**config.mk**
```make
export PLATFORM = sky130hd
export DESIGN_NAME = seg7_sniffer
export DESIGN_NICKNAME = d
export VERILOG_FILES = /design/src/rtl/seg7_pkg.sv /design/src/rtl/seg7_stable_filter.sv /design/src/rtl/seg7_sniffer.sv
export SDC_FILE = /design/constraint.sdc
export NUM_CORES = 1
export LEC_CHECK = 0
export ABC_AREA = 1
export CORE_ASPECT_RATIO = 1.75
export CORE_UTILIZATION = 55
export CTS_CLUSTER_SIZE = 24
export DETAILED_ROUTE_END_ITERATION = 16
export PLACE_DENSITY = 0.88
export SETUP_SLACK_MARGIN = 0.05
export SYNTH_ARGS = -nofsm -noshare
export SYNTH_HDL_FRONTEND = slang
export SYNTH_SLANG_ARGS = --single-unit
```
**constraint.sdc**
```tcl
create_clock -name clk -period 1.9 [get_ports clk]
set_input_delay 0.38 -clock clk [delete_from_list [all_inputs] [get_ports clk]]
set_output_delay 0.38 -clock clk [all_outputs]
set_load 0.02 [all_outputs]
```
**src/rtl/seg7_pkg.sv**
```systemverilog
// Shared 7-segment constants and helpers for the display encoder and the
// seg7_sniffer receive path, so encode and decode can never diverge.
package seg7_pkg;

    localparam logic [6:0] SEG_0     = 7'h3F;
    localparam logic [6:0] SEG_1     = 7'h06;
    localparam logic [6:0] SEG_2     = 7'h5B;
    localparam logic [6:0] SEG_3     = 7'h4F;
    localparam logic [6:0] SEG_4     = 7'h66;
    localparam logic [6:0] SEG_5     = 7'h6D;
    localparam logic [6:0] SEG_6     = 7'h7D;
    localparam logic [6:0] SEG_7     = 7'h07;
    localparam logic [6:0] SEG_8     = 7'h7F;
    localparam logic [6:0] SEG_9     = 7'h6F;
    localparam logic [6:0] SEG_BLANK = 7'h00;

    localparam int DIGIT_MAX = 9;

    typedef struct packed {
        logic       legal;
        logic [3:0] digit;
    } seg_dec_t;

    typedef enum logic [1:0] {
        DIR_NONE,
        DIR_UP,
        DIR_DOWN,
        DIR_SKIP
    } dir_e;

    function automatic logic [6:0] seg_encode(input logic [3:0] digit);
        logic [6:0] pattern;
        case (digit)
            4'd0:    pattern = SEG_0;
            4'd1:    pattern = SEG_1;
            4'd2:    pattern = SEG_2;
            4'd3:    pattern = SEG_3;
            4'd4:    pattern = SEG_4;
            4'd5:    pattern = SEG_5;
            4'd6:    pattern = SEG_6;
            4'd7:    pattern = SEG_7;
            4'd8:    pattern = SEG_8;
            4'd9:    pattern = SEG_9;
            default: pattern = SEG_BLANK;
        endcase
        return pattern;
    endfunction

    function automatic seg_dec_t seg_decode(input logic [6:0] pattern);
        seg_dec_t res;
        res.legal = 1'b1;
        res.digit = 4'd0;
        case (pattern)
            SEG_0:   res.digit = 4'd0;
            SEG_1:   res.digit = 4'd1;
            SEG_2:   res.digit = 4'd2;
            SEG_3:   res.digit = 4'd3;
            SEG_4:   res.digit = 4'd4;
            SEG_5:   res.digit = 4'd5;
            SEG_6:   res.digit = 4'd6;
            SEG_7:   res.digit = 4'd7;
            SEG_8:   res.digit = 4'd8;
            SEG_9:   res.digit = 4'd9;
            default: res.legal = 1'b0;
        endcase
        return res;
    endfunction

    // Direction of a digit change on a mod-10 counter: 9->0 is up, 0->9 is down.
    function automatic dir_e seg_classify(input logic [3:0] prev, input logic [3:0] cur);
        logic [3:0] next_val;
        logic [3:0] prev_val;
        dir_e       dir;
        next_val = (prev == 4'(DIGIT_MAX)) ? 4'd0 : prev + 4'd1;
        prev_val = (prev == 4'd0) ? 4'(DIGIT_MAX) : prev - 4'd1;
        if (cur == next_val) begin
            dir = DIR_UP;
        end else if (cur == prev_val) begin
            dir = DIR_DOWN;
        end else begin
            dir = DIR_SKIP;
        end
        return dir;
    endfunction

endpackage

```
**src/rtl/seg7_stable_filter.sv**
```systemverilog
// Synchronises an asynchronous 7-segment bus and emits a one-cycle accept
// strobe once a new pattern has been stable for STABLE_CYCLES clocks.
module seg7_stable_filter
    import seg7_pkg::*;
#(
    parameter int STABLE_CYCLES = 4,
    parameter int CNT_W         = 8
) (
    input  logic       clk,
    input  logic       rst,
    input  logic [6:0] i_seg,
    output logic       o_accept,
    output logic [6:0] o_pattern
);

    localparam logic [CNT_W-1:0] STABLE_MAX = CNT_W'(STABLE_CYCLES);
    localparam logic [CNT_W-1:0] STABLE_M1  = CNT_W'(STABLE_CYCLES - 1);

    logic [6:0]       s1_q;
    logic [6:0]       s2_q;
    logic [6:0]       last_q;
    logic [6:0]       acc_q;
    logic [6:0]       acc_d;
    logic [CNT_W-1:0] cnt_q;
    logic [CNT_W-1:0] cnt_d;
    logic             accept;

    // Accept fires once per stable period; a pattern equal to the last
    // accepted one is never re-accepted, which also hides a held blank after reset.
    always_comb begin
        cnt_d  = cnt_q;
        accept = 1'b0;
        if (s2_q != last_q) begin
            cnt_d = '0;
        end else begin
            if (cnt_q != STABLE_MAX) begin
                cnt_d = cnt_q + CNT_W'(1);
            end
            if ((cnt_q == STABLE_M1) && (s2_q != acc_q)) begin
                accept = 1'b1;
            end
        end
        acc_d = accept ? s2_q : acc_q;
    end

    always_ff @(posedge clk or posedge rst) begin
        if (rst) begin
            s1_q   <= 7'h00;
            s2_q   <= 7'h00;
            last_q <= 7'h00;
            acc_q  <= SEG_BLANK;
            cnt_q  <= '0;
        end else begin
            s1_q   <= i_seg;
            s2_q   <= s1_q;
            last_q <= s2_q;
            acc_q  <= acc_d;
            cnt_q  <= cnt_d;
        end
    end

    assign o_accept  = accept;
    assign o_pattern = s2_q;

endmodule

```
**src/rtl/seg7_sniffer.sv**
```systemverilog
// Loopback monitor for a 7-segment bus: filters, decodes and classifies digits.
// Optional error counter enabled by defining SEG7_SNIFFER_ERRCNT_EN.
module seg7_sniffer
    import seg7_pkg::*;
#(
    parameter int STABLE_CYCLES = 4,
    parameter int CNT_W         = 8
) (
    input  logic       clk,
    input  logic       rst,
    input  logic [6:0] i_seg,
    output logic [3:0] o_digit,
    output logic       o_valid,
    output logic       o_up,
    output logic       o_down,
    output logic       o_skip,
    output logic       o_bad,
    output logic [7:0] o_err_count
);

    logic       accept;
    logic [6:0] pattern;
    seg_dec_t   dec;
    dir_e       dir;

    logic [3:0] digit_q, digit_d;
    logic       valid_q, valid_d;
    logic       up_q, up_d;
    logic       down_q, down_d;
    logic       skip_q, skip_d;
    logic       bad_q, bad_d;
    logic       have_prev_q, have_prev_d;

    seg7_stable_filter #(
        .STABLE_CYCLES (STABLE_CYCLES),
        .CNT_W         (CNT_W)
    ) u_filter (
        .clk       (clk),
        .rst       (rst),
        .i_seg     (i_seg),
        .o_accept  (accept),
        .o_pattern (pattern)
    );

    assign dec = seg_decode(pattern);
    assign dir = seg_classify(digit_q, dec.digit);

    // An illegal pattern breaks the direction history, so the next legal
    // digit is reported without an up/down/skip pulse.
    always_comb begin
        digit_d     = digit_q;
        valid_d     = 1'b0;
        up_d        = 1'b0;
        down_d      = 1'b0;
        skip_d      = 1'b0;
        bad_d       = 1'b0;
        have_prev_d = have_prev_q;
        if (accept) begin
            if (dec.legal) begin
                digit_d     = dec.digit;
                valid_d     = 1'b1;
                have_prev_d = 1'b1;
                if (have_prev_q) begin
                    up_d   = (dir == DIR_UP);
                    down_d = (dir == DIR_DOWN);
                    skip_d = (dir == DIR_SKIP);
                end
            end else begin
                bad_d       = 1'b1;
                have_prev_d = 1'b0;
            end
        end
    end

    always_ff @(posedge clk or posedge rst) begin
        if (rst) begin
            digit_q     <= 4'd0;
            valid_q     <= 1'b0;
            up_q        <= 1'b0;
            down_q      <= 1'b0;
            skip_q      <= 1'b0;
            bad_q       <= 1'b0;
            have_prev_q <= 1'b0;
        end else begin
            digit_q     <= digit_d;
            valid_q     <= valid_d;
            up_q        <= up_d;
            down_q      <= down_d;
            skip_q      <= skip_d;
            bad_q       <= bad_d;
            have_prev_q <= have_prev_d;
        end
    end

`ifdef SEG7_SNIFFER_ERRCNT_EN
    logic [7:0] err_cnt_q, err_cnt_d;

    always_comb begin
        err_cnt_d = err_cnt_q;
        if ((bad_q || skip_q) && (err_cnt_q != 8'hFF)) begin
            err_cnt_d = err_cnt_q + 8'd1;
        end
    end

    always_ff @(posedge clk or posedge rst) begin
        if (rst) begin
            err_cnt_q <= 8'h00;
        end else begin
            err_cnt_q <= err_cnt_d;
        end
    end

    assign o_err_count = err_cnt_q;
`else
    assign o_err_count = 8'h00;
`endif

    assign o_digit = digit_q;
    assign o_valid = valid_q;
    assign o_up    = up_q;
    assign o_down  = down_q;
    assign o_skip  = skip_q;
    assign o_bad   = bad_q;

endmodule

```
==> metrics.md <==
| Metric | Value |
|---|---|
| Max Fclk | `573 MHz` |
| First-pass GRT wire length | `7.11 mm` |
| Post-synthesis register bit count | `46` |
| Diode count | `0` |
| Site Rows | `30` |
| Per-cell routed wire length | `11.5 um` |
| Hold path endpoint | `u_filter.o_pattern[1]` |
| Slowest-stage cell, CP | `clkdlybuf4s50_1` |
| Effective utilization at floorplan | `58.0%` |
| Period Utilization, post-route | `91.9%` |
| Clock sinks | `46` |
| Cells after Synth | `287` |
| Commonest cells after routing, fill and taps aside | `nand2_1 (81), dfrtp_1 (42), inv_1 (36), nor2_1 (36), clkdlybuf4s50_1 (17)` |
| Nets | `320` |
| Largest net degree at the start of global routing | `47` |
| Worst path required time | `1.52 ns` |
| Crit-path cells | `clkdlybuf4s50_1` |
| RSZ-0062 raised after global routing | `false` |
| Crit start category | `register` |
| Yosys warns | `0` |
| Initial antenna violation count | `0` |
| Clk slew on worst S/H paths | `0.09 ns` |
| Max FO, Critical Path | `6` |
| DR iter-0 viols | `39` |
| Die width | `50.7 um` |
| I/O Pins | `26` |
| Pins Over Slew Limit | `0` |
| Final hold slack | `0.355 ns` |
| Hold path start | `u_filter.s1_q[1]` |
| Register-to-Register Setup Slack | `0.16 ns` |
| CTS tree | `built` |
| Clock Latency Late Sink | `0.30 ns` |
| Reg-to-reg startpoint | `u_filter.o_pattern[0]` |
| Post-synth top area share | `50.3%` |
| Gpl congestion | `0.971` |
| Detailed Routing Iterations Pass 1 | `5` |
| Max-Cap Viols | `0` |
| Avg Inst Size Synth | `7.97 um^2` |
| Cell variety after synth | `27` |
| Util after Layout | `66.7%` |
| Remaining global-route overflow | `0` |
| Hold Path Cell Cnt | `0` |
| Final setup violation count | `0` |
| Logic gate share of total power | `6.4%` |
| Clk root buf | `clkbuf_8` |
| Status | `complete, no violations` |
| Drt total wl | `4.12 mm` |
| R2R cell count | `7` |
| WS Path Type | `register to primary output` |
| Port buffer count | `17` |
| Total CTS buffers | `5` |
| PwrDens | `717 nW/um^2` |
| Core area | `3940 um^2` |
| Pint | `0.00144 W` |
| Fin crit period | `1.75 ns` |
| Worst setup EP type | `primary output` |
| Delay-heaviest family, CP | `buffers and inverters` |
| Critical Path AT | `1.37 ns` |
| Worst path bufs/invs | `1` |
| Skew final | `0.00523 ns` |
| Synth top area cells | `dfrtp_1 (50%), nand2_1 (13%), inv_1 (6.1%)` |
| Post-synthesis sequential area ratio | `50.3%` |
| Path category of the worst min-delay check | `register to register` |
| Filler cells | `327` |
| Post-route ant nets | `0` |
| Number of flops mapped to enable cells by yosys | `0` |
| Max incr delay on CP | `0.63 ns` |
| Area delta synth->final | `15.0%` |
| Clock power share | `39.4%` |
| Layout cells sized above 1 | `11.0%` |
| Post-synth ARST share | `100%` |
| Number of global-route vias before repair | `1,850` |
| Setup TNS | `0 ns` |
| Die Y | `87.3 um` |
| Sw Pwr | `0.000442 W` |
| Gr usage total | `21.7%` |
| Number of H-tree levels | `2` |
| Synth area leader | `dfrtp_1` |
| Total die area | `4430 um^2` |
| Leakage | `1.35 nW` |
| Post-DP HPWL | `3.00 mm` |
| Sw Ratio | `23.4%` |
| Mapped cell area | `2290 um^2` |
| Remaining DRCs | `0` |
| Top_reg_cell synth | `dfrtp_1` |
| Reg power frac | `54.2%` |
| Vias | `1,817` |
| Maximum clock insertion buffer count | `2` |
| Vias/cell | `5.08` |
| Final Hold Vio Count | `0` |
| Peak supply drop | `622 uV` |
| R2R Path End | `have_prev_q` |
| Most common cell after layout, fill and taps aside | `nand2_1` |
[registers in the layout (all words and copies together) (netlist names), 4 cells and up]
name	flops
u_filter.o_pattern	7
o_digit	4
u_filter.cnt_q	8
u_filter.s1_q	7
u_filter.last_q	7
u_filter.acc_q	7
[worst max path at each step]
stage / start / end / slack, ns / depth (start not counted)
after detailed placement: u_filter.o_pattern[0] / have_prev_q / -0.03 / 7
after global routing: u_filter.o_pattern[1] / o_skip / 0.05 / 10
after global placement: u_filter.o_pattern[0] / have_prev_q / 0.03 / 7
after CTS: u_filter.o_pattern[0] / have_prev_q / 0.09 / 7
final: o_digit[0] / o_digit[0] / 0.15 / 1
after floorplan: o_digit[0] / o_skip / 0.33 / 10
[power groups by stage]
stage / sequential (W) / combinational, W / clock [W]
floorplan: 0.00104 / 0.0000960 / 0
CTS: 0.00102 / 0.000121 / 0.000763
global route: 0.00103 / 0.000136 / 0.000799
global placement: 0.00104 / 0.000117 / 0
finish: 0.00102 / 0.000120 / 0.000743
detailed placement: 0.00104 / 0.000119 / 0
[area by class of cell]
| class | count | area, um^2 | share of cell area (%) |
|---|---|---|---|
| multi-input cells | 196 | 950 | 36.1 |
| repair buffers | 18 | 190 | 7.23 |
| inverters | 42 | 158 | 5.99 |
| flip-flops and latches | 46 | 1160 | 44.0 |
| clock inverters | 3 | 47.5 | 1.81 |
| well taps | 48 | 60.1 | 2.28 |
| clock buffers | 5 | 68.8 | 2.62 |
[metrics by stage]
step | instances | setup slack, ns | power (W) | area (um^2)
6_report | 358 | 0.154 | 0.00189 | 2630
5_1_grt | 358 | 0.0532 | 0.00196 | 2630
4_1_cts | 358 | 0.0948 | 0.00191 | 2620
3_5_place_dp | 350 | -0.0254 | 0.00116 | 2490
3_3_place_gp | 350 | 0.0343 | 0.00116 | 2490
2_1_floorplan | 294 | 0.335 | 0.00113 | 2310
[cells by family after synthesis]
kind of cell	after synthesis	share of synthesized area (%)
simple gates	148	27.1
buf+inv	52	10.2
flops	46	50.3
compound gates	25	6.07
xor+xnor	13	4.98
fa+ha+maj	2	1.09
other cells	1	0.164
[timing repair]
action                     4_1_cts  5_1_grt
gates resized for setup          2        6
setup endpoints to repair        2        7
hold buffers                     0        0
setup buffers                    0        0
[per-layer routing]
metal,wire length (um),track usage [%],vias up
met5,0,0,-
met4,243,17.7,0
met3,139,3.84,26
met2,2290,41.5,63
met1,1450,18.6,827
li1,-,-,901
[synth_stat cells, types with 2 or more instances]
cell type,n
nand3_1,13
xor2_1,7
o21ai_0,8
xnor2_1,6
o21ai_1,8
nor3_1,2
nand2_2,6
ha_1,2
nand2_1,81
buf_4,8
a21oi_1,6
nor2_1,37
dfrtp_1,46
nor2_2,4
inv_1,37
inv_2,5
Note: power is estimated with default switching activity, not from simulation.
